[src/rtl/mem_bus_arbiter.sv]
// mem_bus_arbiter
// Shares one SRAM-like bus port between instruction fetch and data access.
// Data requests win over fetch because they belong to the older instruction.
// Only one transaction is outstanding at a time. Read data is held in output
// registers until the pipeline advances, which happens on any cycle where
// cpu_stall is low.
//
// Ports:
//   clk, rst                 clock, asynchronous active-low reset
//   inst_*                   fetch request / address / registered instruction
//   data_*                   load/store request, attributes, registered load data
//   stallreq_from_if/mem     combinational "not yet complete" flags
//   cpu_stall, flush_except  pipeline stall and exception flush
//   bus_*                    memory bus request side, plus addr_ok/data_ok/rdata
//
// state | meaning
// IDLE  | no transaction; pick a winner and latch its fields
// ADDR  | bus_req high with latched fields; wait for bus_addr_ok
// DATA  | address accepted; wait for bus_data_ok
module mem_bus_arbiter #(
  parameter int ADDR_W = 32,
  parameter int DATA_W = 32
) (
  input  logic                clk,
  input  logic                rst,
  input  logic                inst_req,
  input  logic [ADDR_W-1:0]   inst_addr,
  output logic [DATA_W-1:0]   inst_rdata,
  output logic                stallreq_from_if,
  input  logic                data_req,
  input  logic                data_wr,
  input  logic [1:0]          data_size,
  input  logic [ADDR_W-1:0]   data_addr,
  input  logic [DATA_W/8-1:0] data_wstrb,
  input  logic [DATA_W-1:0]   data_wdata,
  output logic [DATA_W-1:0]   data_rdata,
  output logic                stallreq_from_mem,
  input  logic                cpu_stall,
  input  logic                flush_except,
  output logic                bus_req,
  output logic                bus_wr,
  output logic [1:0]          bus_size,
  output logic [ADDR_W-1:0]   bus_addr,
  output logic [DATA_W/8-1:0] bus_wstrb,
  output logic [DATA_W-1:0]   bus_wdata,
  input  logic                bus_addr_ok,
  input  logic                bus_data_ok,
  input  logic [DATA_W-1:0]   bus_rdata
);

  typedef enum logic [1:0] {IDLE, ADDR, DATA} state_t;

  localparam logic OWN_I = 1'b0;
  localparam logic OWN_D = 1'b1;

  state_t state_q, state_d;
  logic   own_q;
  logic   inst_done, data_done, discard_q;
  logic   inst_pend, data_pend;
  logic   grant_d, grant_i, xfer_done;
  logic   inst_cap, data_cap;

  assign inst_pend         = inst_req & ~inst_done;
  assign data_pend         = data_req & ~data_done;
  assign stallreq_from_if  = inst_pend;
  assign stallreq_from_mem = data_pend;

  always_comb begin
    state_d   = state_q;
    grant_d   = 1'b0;
    grant_i   = 1'b0;
    xfer_done = 1'b0;
    bus_req   = 1'b0;
    case (state_q)
      IDLE: begin
        if (data_pend) begin
          grant_d = 1'b1;
          state_d = ADDR;
        end else if (inst_pend && !flush_except) begin
          grant_i = 1'b1;
          state_d = ADDR;
        end
      end
      ADDR: begin
        bus_req = 1'b1;
        // data_ok seen here is not for us; only addr_ok advances.
        if (bus_addr_ok) state_d = DATA;
      end
      DATA: begin
        if (bus_data_ok) begin
          xfer_done = 1'b1;
          state_d   = IDLE;
        end
      end
      default: state_d = IDLE;
    endcase
  end

  // A flush landing on the completion edge discards the fetch as well.
  assign data_cap = xfer_done & (own_q == OWN_D);
  assign inst_cap = xfer_done & (own_q == OWN_I) & ~(discard_q | flush_except);

  always_ff @(posedge clk or negedge rst) begin
    if (!rst) begin
      state_q   <= IDLE;
      own_q     <= OWN_I;
      bus_wr    <= 1'b0;
      bus_size  <= 2'd0;
      bus_addr  <= '0;
      bus_wstrb <= '0;
      bus_wdata <= '0;
    end else begin
      state_q <= state_d;
      if (grant_d) begin
        own_q     <= OWN_D;
        bus_wr    <= data_wr;
        bus_size  <= data_size;
        bus_addr  <= data_addr;
        bus_wstrb <= data_wstrb;
        bus_wdata <= data_wdata;
      end else if (grant_i) begin
        own_q     <= OWN_I;
        bus_wr    <= 1'b0;
        bus_size  <= 2'd2;
        bus_addr  <= inst_addr;
        bus_wstrb <= '0;
        bus_wdata <= '0;
      end
    end
  end

  always_ff @(posedge clk or negedge rst) begin
    if (!rst) begin
      inst_rdata <= '0;
      data_rdata <= '0;
      inst_done  <= 1'b0;
      data_done  <= 1'b0;
      discard_q  <= 1'b0;
    end else begin
      if (data_cap) data_rdata <= bus_rdata;
      if (inst_cap) inst_rdata <= bus_rdata;

      // Set wins over clear: a result landing on an advancing edge is kept.
      if (data_cap)        data_done <= 1'b1;
      else if (!cpu_stall) data_done <= 1'b0;

      if (inst_cap)                         inst_done <= 1'b1;
      else if (flush_except || !cpu_stall)  inst_done <= 1'b0;

      // A flushed fetch still drains on the bus; its data is dropped on arrival.
      if (xfer_done && own_q == OWN_I)
        discard_q <= 1'b0;
      else if (flush_except && own_q == OWN_I && state_q != IDLE)
        discard_q <= 1'b1;
    end
  end

endmodule

[config.mk]
export PLATFORM = sky130hd
export DESIGN_NAME = mem_bus_arbiter
export DESIGN_NICKNAME = d
export VERILOG_FILES = /design/src/rtl/mem_bus_arbiter.sv
export SDC_FILE = /design/constraint.sdc
export NUM_CORES = 1
export LEC_CHECK = 0
export BUFFER_PORTS_ARGS = -buffer_cell sky130_fd_sc_hd__buf_2
export CAP_MARGIN = 20
export CORE_ASPECT_RATIO = 1.2
export CORE_MARGIN = 3
export CORE_UTILIZATION = 46
export CTS_CLUSTER_SIZE = 8
export DETAILED_ROUTE_END_ITERATION = 7
export GPL_TIMING_DRIVEN = 0
export PLACE_DENSITY_LB_ADDON = 0.2
export SYNTH_ARGS = -nofsm -noshare
export SYNTH_HDL_FRONTEND = slang
export SYNTH_SLANG_ARGS = --single-unit
[constraint.sdc]
create_clock -name clk -period 1.8 [get_ports clk]
set_input_delay 0 -clock clk [delete_from_list [all_inputs] [get_ports clk]]
set_output_delay 0 -clock clk [all_outputs]
set_load 0.005 [all_outputs]
==> flow_summary.json, run 1 <==
{
  "vdd_ir_drop_max_mv": 0.852,
  "coreArea_um2": 12300,
  "p_leak_nw": 4.73,
  "report.final.slew_viol_count": 0,
  "cts_tree": "yes",
  "synth_edf_count": 0,
  "vias_in_the_first_global_route": 6505,
  "port_buffers": 279,
  "worst_setup_path_start_kind": "flop",
  "globalRouteTotalUtil": 0.287,
  "timing.critical_path.required_ns": 2.09,
  "root_buffer_selected_by_cts": "clkbuf_16",
  "setup.worst_path.end_class": "flop",
  "antenna_found_initial": 1,
  "min_period_ns": 1.76,
  "drt_wl_total_um": 20400,
  "die_outline_area_um2": 14100,
  "yosys_reg_bits": 141,
  "drv.max_cap_violation_count": 0,
  "floorplan.initialDensity": 0.476,
  "yosys.cell_types.count": 28,
  "path_common_cell": "buf_2",
  "layout_worst_path_cycle_share": 0.980,
  "clock.fmax_mhz": 567,
  "dpl.cell_count": 959,
  "num-nets-final": 1100,
  "grt_setup_unrepaired": "yes",
  "worst_slew_margin_rel": 0.623,
  "clock_path_buffers": 2,
  "viasPerCell": 5.29,
  "critPathSlowestCell": "or4b_1",
  "synth_flop_cell": "dfrtp_1",
  "clkLatencyLatePin_ns": 0.41,
  "syn_area_um2": 5850,
  "final.setup_skew_ns": 0.00905,
  "final_cell_count_no_fill": 1130,
  "die_h_um": 129,
  "status": "finished, final reports clean",
  "fraction_of_layout_instances_using_a_drive_strength_above_1": 0.434,
  "via_count": 5976,
  "worstSetupPathType": "reg -> reg",
  "inserted_clock_buffers": 17,
  "worstPathMaxFanout": 10,
  "holdCritPathClass": "in -> async",
  "post_cts_setup_inserts": 0,
  "synth_warnings": 0,
  "fin_tns_setup_ns": 0,
  "setup_viol": 0,
  "post_synth_inst_count": 518,
  "timing_worst_slew_pin_value_ns": 0.566,
  "gr-total-overflow": 0,
  "tritoncts_num_sinks": 141,
  "critical_path_arrival_ns": 2.05,
  "die_w_um": 109,
  "crit_buf_inv": 3,
  "grt_pass1_wl_um": 31400,
  "dr.first_iter.drc_count": 503,
  "synth_area_per_cell_um2": 11.3,
  "place_congestion": 0.853,
  "pwr_density_cell_nw_per_um2": 1490,
  "core.rowCount": 44,
  "cts.htree.levels": 4,
  "wire_per_inst_um": 18.1,
  "hold_viol_final": 0,
  "total_inserted_antenna_cells": 0,
  "path_clk_slew_ns": 0.06,
  "worstPathCellList": "buf_6 -> or4b_1 -> buf_2 -> buf_2 -> nor2_1 -> a21oi_1",
  "synthesis.nets": 661,
  "largest_net_degree_at_the_start_of_global_routing": 87,
  "final_antenna_net_count": 0,
  "critical-path-top-delay-family": "simple AND/OR/NAND/NOR gates",
  "synth_sequential_area_ratio": 0.604,
  "postSynth.asyncResetShare": 1.00,
  "dr.pass1.iters": 5,
  "dp.final_hpwl_um": 12500,
  "fillCellCount": 774,
  "remaining_drc_errors": 0,
  "io_pins": 281,
  "worst_path_largest_cell_delay_ns": 0.50,
  "area_growth_pct": 61.4
}
[per-layer routing]
metal	wire length (um)	GRT usage	part of all wire	up-vias
met5	13	0.00357	0.00064	-
met4	1030	0.187	0.050	2
met3	1920	0.0992	0.094	108
met2	10200	0.483	0.50	374
met1	7220	0.303	0.35	2817
li1	-	-	-	2675
[state kept, by name, indices dropped and copies added, names as in the netlist]
register and flops:
own_q 1, bus_size 2, bus_wdata 32, bus_addr 32, state_q 2, bus_wr 1
discard_q 1, bus_wstrb 4, data_done 1, inst_done 1, inst_rdata 32, data_rdata 32
[logic make-up (layout without fill, tap and decap cells)]
family          count (synthesis)  in the layout  share of synthesized area
buf+inv                        44            495                     0.0473
mux                            64             64                      0.123
simple gates                  127            127                     0.0952
compound gates                142            142                      0.131
flops                         141            141                      0.604
[repair_timing]
item / in CTS / in global routing
resized for setup: 0 / 12
setup endpoints to repair: 0 / 36
endpoints found under the hold margin: 194 / 0
hold buffers: 140 / 0
[synthesized netlist by cell type (all sizes together), types with 2 or more instances]
cell type | n | area share
buf | 30 | 0.036
a21oi | 35 | 0.030
and2b | 2 | 0.0030
nor2b | 3 | 0.0032
nand3 | 3 | 0.0043
nand2 | 80 | 0.051
clkbuf | 10 | 0.0083
inv | 3 | 0.0019
dfrtp | 141 | 0.60
nor2 | 35 | 0.024
mux2 | 64 | 0.12
nor4b | 2 | 0.0056
o21ai | 72 | 0.062
a31oi | 32 | 0.034
or4b | 2 | 0.0041
[through the flow]
stage / instance area (um2) / power, mW / hold WS [ns] / setup WS, ns / utilization
detailed placement: 7480 / 10.4 / -0.0155 / 0.0483 / 0.609
finish: 9430 / 14.0 / 0.107 / 0.0365 / 0.768
floorplan: 5850 / 7.98 / -0.296 / 0.245 / -
global route: 9430 / 15.0 / 0.145 / -0.00249 / 0.768
global placement: 7440 / 10.2 / 0.203 / -1.10 / 0.606
CTS: 9420 / 13.9 / 0.119 / 0.0481 / 0.767
[area by class of cell]
type	instances	area [um2]	area share
timing repair buffer	420	2830	0.300
tap	161	201	0.0214
inverter	4	15.0	0.00159
clock inverter	12	87.6	0.00929
clock buffer	19	453	0.0480
sequential	141	3530	0.374
buffer	40	264	0.0280
multi-input combinational	333	2050	0.217
[power by group]
group          total (mW)  switching [mW]  internal (mW)
clock network        3.18            1.35           1.83
logic                5.37            2.67           2.69
registers            5.47           0.820           4.65
total                14.0            4.85           9.18
[layout by cell type, fill, tap and decap left out, types with 5 or more instances in the layout]
cell and count:
buf_2 291, dfrtp_1 140, dlygate4sd3_1 140, nand2_1 80, mux2_2 64, o21ai_0 50, nor2_1 34, a21oi_1 34
a31oi_1 32, o21ai_1 22, clkbuf_16 17, buf_4 10, buf_6 7, clkbuf_1 5, clkinvlp_4 5
[path summary, 6_finish.rpt]
check | from | to | slack (ns) | cells after the start
worst max register to register | state_q[1] | bus_addr[31] | 0.04 | 6
worst max-delay path | state_q[1] | bus_addr[31] | 0.04 | 6
max in group asynchronous | rst | state_q[0] | 0.88 | 3
min in group clk | inst_req | bus_addr[0] | 0.15 | 4
worst min register to register | inst_rdata[3] | inst_rdata[3] | 0.50 | 1
worst min-delay path | rst | bus_wstrb[2] | 0.11 | 2
Note: power is estimated with default switching activity, not from simulation.
==> inputs of run 2 (changes only) <==
Settings changed: ABC_AREA set to 1, CORE_UTILIZATION 46 to 47.
==> run 2 against run 1 <==
Global-route usage grew 2.4 points. Via count grew 14%. Clock-buffer cell count shrank 1. Register-to-register slack gained 0.08 ns. Synthesized area grew 2.8%. Wire length grew 8.4%. Critical path depth is the same. Sequential power shrank 3%. Sequential share of layout area shrank 0.73 points. Combinational power is essentially flat. Worst setup slack gained 0.080 ns. Highest routed layer is now met4.
==> flow_summary.json, run 2 <==
{
  "drv.max_cap_violation_count": 0,
  "io_pins": 281,
  "synth_edf_count": 0,
  "die_h_um": 130,
  "gr-total-overflow": 0,
  "floorplan.initialDensity": 0.490,
  "final.hold.worst_slack_ns": 0.0892,
  "dpl.cell_count": 1167,
  "most_common_library_cell_in_the_layout_ignoring_fill_and_taps": "nand2_1",
  "area_of_combinational_cells_with_multiple_inputs_um2": 2100,
  "timing.critical_path.required_ns": 2.08,
  "final_cell_count_no_fill": 1341,
  "via_count": 6811,
  "seqCellArea_um2": 3530,
  "clkLatencyLatePin_ns": 0.41,
  "holdCritPathClass": "in -> reg",
  "synth_sequential_area_ratio": 0.587,
  "mostFrequentLayoutCells": "nand2_1, buf_2, dfrtp_1",
  "die_w_um": 109,
  "coreArea_um2": 12300,
  "core.rowCount": 44,
  "synth_top_area_share": 0.587,
  "worstSetupPathType": "reg -> reg",
  "vias_in_the_first_global_route": 6811,
  "fin_tns_setup_ns": 0,
  "setup_viol": 0,
  "power.total_mw": 14.0,
  "area_growth_pct": 60.0,
  "path_clk_slew_ns": 0.07,
  "place_congestion": 0.791,
  "setup.worst_path.end_class": "flop",
  "p_leak_nw": 5.55,
  "cts_tree": "yes",
  "fillCellCount": 794,
  "globalRouteTotalUtil": 0.311,
  "grt_pass1_wl_um": 34400,
  "port_buffers": 280,
  "largest_net_degree_at_the_start_of_global_routing": 88,
  "netlist_top_cells_count": "nand2_1, dfrtp_1, nand3_1, inv_1, o21ai_1",
  "die_outline_area_um2": 14200,
  "yosys-top-cells-area": "dfrtp_1, nand2_1, nand3_1",
  "wire_per_inst_um": 16.5,
  "final.setup_skew_ns": 0.00740,
  "dr.pass1.iters": 5,
  "viasPerCell": 5.08,
  "cts.htree.levels": 4,
  "worst_setup_path_start_kind": "flop",
  "synth_flop_cell": "dfrtp_1",
  "hold_viol_final": 0,
  "grt_setup_unrepaired": "no",
  "post_synth_inst_count": 725,
  "worst_path_largest_cell_delay_ns": 0.40,
  "crit_buf_inv": 2,
  "synth_warnings": 0,
  "postSynth.asyncResetShare": 1.00,
  "min_period_ns": 1.68,
  "antenna_found_initial": 0,
  "vdd_ir_drop_max_mv": 0.847,
  "report.final.slew_viol_count": 0,
  "layout_worst_path_cycle_share": 0.935,
  "timing_worst_slew_pin_value_ns": 0.825,
  "worstPathMaxFanout": 10,
  "remaining_drc_errors": 0,
  "fraction_of_layout_instances_using_a_drive_strength_above_1": 0.301,
  "syn_area_um2": 6010,
  "critPathSlowestCell": "dfrtp_1",
  "clock.fmax_mhz": 594,
  "dp.final_hpwl_um": 13500,
  "synth.largest_area_cell": "dfrtp_1",
  "yosys.cell_types.count": 19,
  "yosys_reg_bits": 141,
  "synthesis.nets": 868,
  "status": "finished, final reports clean",
  "final_antenna_net_count": 0,
  "worstPathCellList": "nor2_2 -> nand2_2 -> buf_4 -> buf_2 -> nand3_1 -> nand2_1",
  "root_buffer_selected_by_cts": "clkbuf_16",
  "synth.most_common_cell": "nand2_1",
  "tritoncts_num_sinks": 141,
  "num-nets-final": 1308,
  "critical-path-top-delay-family": "simple AND/OR/NAND/NOR gates",
  "worst_slew_margin_rel": 0.450,
  "pwr_density_cell_nw_per_um2": 1460,
  "synth_area_per_cell_um2": 8.29,
  "drt_wl_total_um": 22100,
  "inserted_clock_buffers": 17,
  "dr.first_iter.drc_count": 631,
  "clock_path_buffers": 2,
  "critical_path_arrival_ns": 1.97
}
## run 2: path summary, 6_finish.rpt
| kind | startpoint | endpoint | slack [ns] | cells past startpoint |
|---|---|---|---|---|
| min reg2reg | inst_rdata[10] | inst_rdata[10] | 0.47 | 2 |
| max | data_done | bus_wdata[30] | 0.12 | 6 |
| max reg2reg | data_done | bus_wdata[30] | 0.12 | 6 |
| min in group asynchronous | rst | bus_wdata[20] | 0.24 | 2 |
| min | data_req | bus_addr[2] | 0.09 | 7 |
| max in group asynchronous | rst | data_rdata[22] | 0.81 | 3 |
## run 2: area by class of cell
type	instances	area share
well taps	161	0.0209
clock inverters	14	0.0138
clock buffers	18	0.0446
plain buffers	48	0.0243
multi-input cells	495	0.218
flip-flops and latches	141	0.367
diodes	2	0.000520
repair buffers	421	0.295
inverters	41	0.0160
## run 2: cells by family (layout without fill, tap and decap cells)
logic type             count (synthesis)  after routing  synth area share
flip-flops                           141            141             0.587
AND/OR/NAND/NOR                      460            460             0.319
AO/OA/AOI/OAI                         35             35            0.0298
other                                  0              2                 0
buffers and inverters                 89            542            0.0641
## run 2: report_power, final
part	total (mW)	switching [mW]	internal (mW)
combinational	5.38	3.12	2.26
clock	3.37	1.44	1.92
sequential	5.29	0.767	4.52
total	14.0	5.33	8.70
## run 2: tightest hold or removal path, cell delays in order
cell and delay (ns):
buf_2 0.09, inv_1 0.05, nor2_2 0.08, nand3_1 0.07, nand2_1 0.06, nand2_1 0.06, nand2_1 0.04
## run 2: stage by stage
stage	setup slack (ns)	utilization	cell area, um2
CTS	0.0782	0.783	9610
detailed placement	0.153	0.623	7650
finish	0.117	0.783	9620
global route	0.00513	0.783	9610
global placement	-1.28	0.620	7610
floorplan	0.508	-	6010
## run 2: repair_timing
action | CTS | global route
setup buffers | 0 | 0
hold buffers | 140 | 0
setup endpoints to repair | 0 | 8
gates resized for setup | 0 | 4
endpoints found under the hold margin | 226 | 0
## run 2: layer usage
metal  up-vias  global-route usage  part of all wire
li1       3190                   -                 -
met1      3153               0.361              0.37
met2       389               0.518              0.49
met3        79              0.0965             0.099
met4         0               0.160             0.045
met5         -                   0                 0
==> inputs of run 3 (changes only) <==
Settings changed: CTS_BUF_LIST set to sky130_fd_sc_hd__clkbuf_4 sky130_fd_sc_hd__clkbuf_8 sky130_fd_sc_hd__clkbuf_16.
==> run 3 against run 2 <==
Clock-buffer cell count is the same. Non-clock buffer count is the same. Wire length fell by 0.48%. Cell count did not move. Maximum frequency down 0.27%. Critical path type unchanged. Critical endpoint unchanged. Largest power group unchanged. Highest routed layer unchanged.
==> flow_summary.json, run 3 (same netlist as run 2, synthesis figures left out) <==
{
  "die_h_um": 130,
  "globalRouteTotalUtil": 0.310,
  "antenna_found_initial": 0,
  "critical_path_arrival_ns": 1.97,
  "wire_per_inst_um": 16.4,
  "clkLatencyLatePin_ns": 0.41,
  "timing.hold.worst_path_depth": 7,
  "final_antenna_net_count": 0,
  "clock_path_buffers": 2,
  "worst_path_largest_cell_delay_ns": 0.40,
  "coreArea_um2": 12300,
  "most_common_library_cell_in_the_layout_ignoring_fill_and_taps": "nand2_1",
  "dr.first_iter.drc_count": 542,
  "post_cts_setup_inserts": 0,
  "vdd_ir_drop_max_mv": 0.848,
  "setup.worst_path.end_class": "flop",
  "critPathSlowestCell": "dfrtp_1",
  "fillCellCount": 792,
  "setup_viol": 0,
  "via_count": 6831,
  "hold_viol_final": 0,
  "cts.htree.levels": 4,
  "path_clk_slew_ns": 0.07,
  "die_outline_area_um2": 14200,
  "core.rowCount": 44,
  "pwr_density_cell_nw_per_um2": 1460,
  "gr-total-overflow": 0,
  "worstPathMaxFanout": 10,
  "floorplan.initialDensity": 0.490,
  "timing.critical_path.required_ns": 2.08,
  "layout_worst_path_cycle_share": 0.938,
  "inserted_clock_buffers": 17,
  "die_w_um": 109,
  "remaining_drc_errors": 0,
  "fraction_of_layout_instances_using_a_drive_strength_above_1": 0.301,
  "dp.final_hpwl_um": 13500,
  "root_buffer_selected_by_cts": "clkbuf_16",
  "io_pins": 281,
  "p_leak_nw": 5.55,
  "place_congestion": 0.791,
  "power.total_mw": 14.0,
  "largest_net_degree_at_the_start_of_global_routing": 88,
  "drv.max_cap_violation_count": 0,
  "worstSetupPathType": "reg -> reg",
  "worst_setup_path_start_kind": "flop",
  "vias_in_the_first_global_route": 6800,
  "tritoncts_num_sinks": 141,
  "grt_pass1_wl_um": 34300,
  "clock.fmax_mhz": 592,
  "grt_setup_unrepaired": "no",
  "viasPerCell": 5.09,
  "report.final.slew_viol_count": 0,
  "cts_tree": "yes",
  "dr.pass1.iters": 5,
  "worst_slew_margin_rel": 0.450,
  "mostFrequentLayoutCells": "nand2_1, buf_2, dfrtp_1",
  "min_period_ns": 1.69,
  "fin_tns_setup_ns": 0,
  "timing_worst_slew_pin_value_ns": 0.826,
  "worstPathCellList": "nor2_2 -> nand2_2 -> buf_4 -> buf_2 -> nand3_1 -> nand2_1",
  "final.setup_skew_ns": 0.00698,
  "area_growth_pct": 60.1,
  "status": "finished, final reports clean",
  "port_buffers": 280,
  "worst_r2r_path_depth": 6,
  "drt_wl_total_um": 22000,
  "num-nets-final": 1308,
  "holdCritPathClass": "in -> reg"
}
## run 3: cell counts in the layout (fill, tap and decap cells not counted)
Identical to the previous run, type by type.
## run 3: area by class of cell
cell class / count / area [um2] / share of cell area
Buffer: 48 / 234 / 0.0243
Antenna cell: 2 / 5.00 / 0.000520
Tap cell: 161 / 201 / 0.0209
Timing Repair Buffer: 421 / 2840 / 0.295
Inverter: 41 / 154 / 0.0160
Clock inverter: 14 / 133 / 0.0138
Sequential cell: 141 / 3530 / 0.367
Clock buffer: 18 / 433 / 0.0450
Multi-Input combinational cell: 495 / 2100 / 0.218
## run 3: power breakdown
part	internal [mW]	switching, mW
clock network	1.94	1.44
logic	2.26	3.11
registers	4.52	0.766
total	8.72	5.32
## run 3: metrics by stage
stage,setup WS (ns),instances,util,cell area [um2],hold slack (ns)
after floorplan,0.508,725,-,6010,-0.296
after global placement,-1.28,1166,0.620,7610,0.201
after detailed placement,0.153,1167,0.623,7650,0.124
after CTS,0.0782,1339,0.783,9610,0.0771
after global routing,0.00513,1339,0.783,9620,0.110
final,0.112,1341,0.784,9620,0.0912
## run 3: final timing paths
kind / from / endpoint / slack (ns)
max: data_done / bus_wdata[30] / 0.11
min: data_req / bus_addr[2] / 0.09
max reg2reg: data_done / bus_wdata[30] / 0.11
min reg2reg: inst_rdata[10] / inst_rdata[10] / 0.47
max in group asynchronous: rst / inst_rdata[5] / 0.80
min in group asynchronous: rst / bus_wdata[20] / 0.23
## run 3: repair_timing
action	4_1_cts	5_1_grt
endpoints found under the hold margin	226	0
endpoints found under the setup margin	0	8
gates resized for setup	0	4
hold buffers	140	0
## run 3: metal layers
layer	part of all wire	global-route usage
met1	0.36	0.359
met2	0.49	0.518
met3	0.098	0.0965
met4	0.046	0.159
met5	0	0
## run 3: worst max-delay path: cells and delay by family (launching register included)
| family | cells | cell delay, ns |
|---|---|---|
| buffers and inverters | 2 | 0.43 |
| AND/OR/NAND/NOR | 4 | 0.73 |
| flip-flops | 1 | 0.40 |
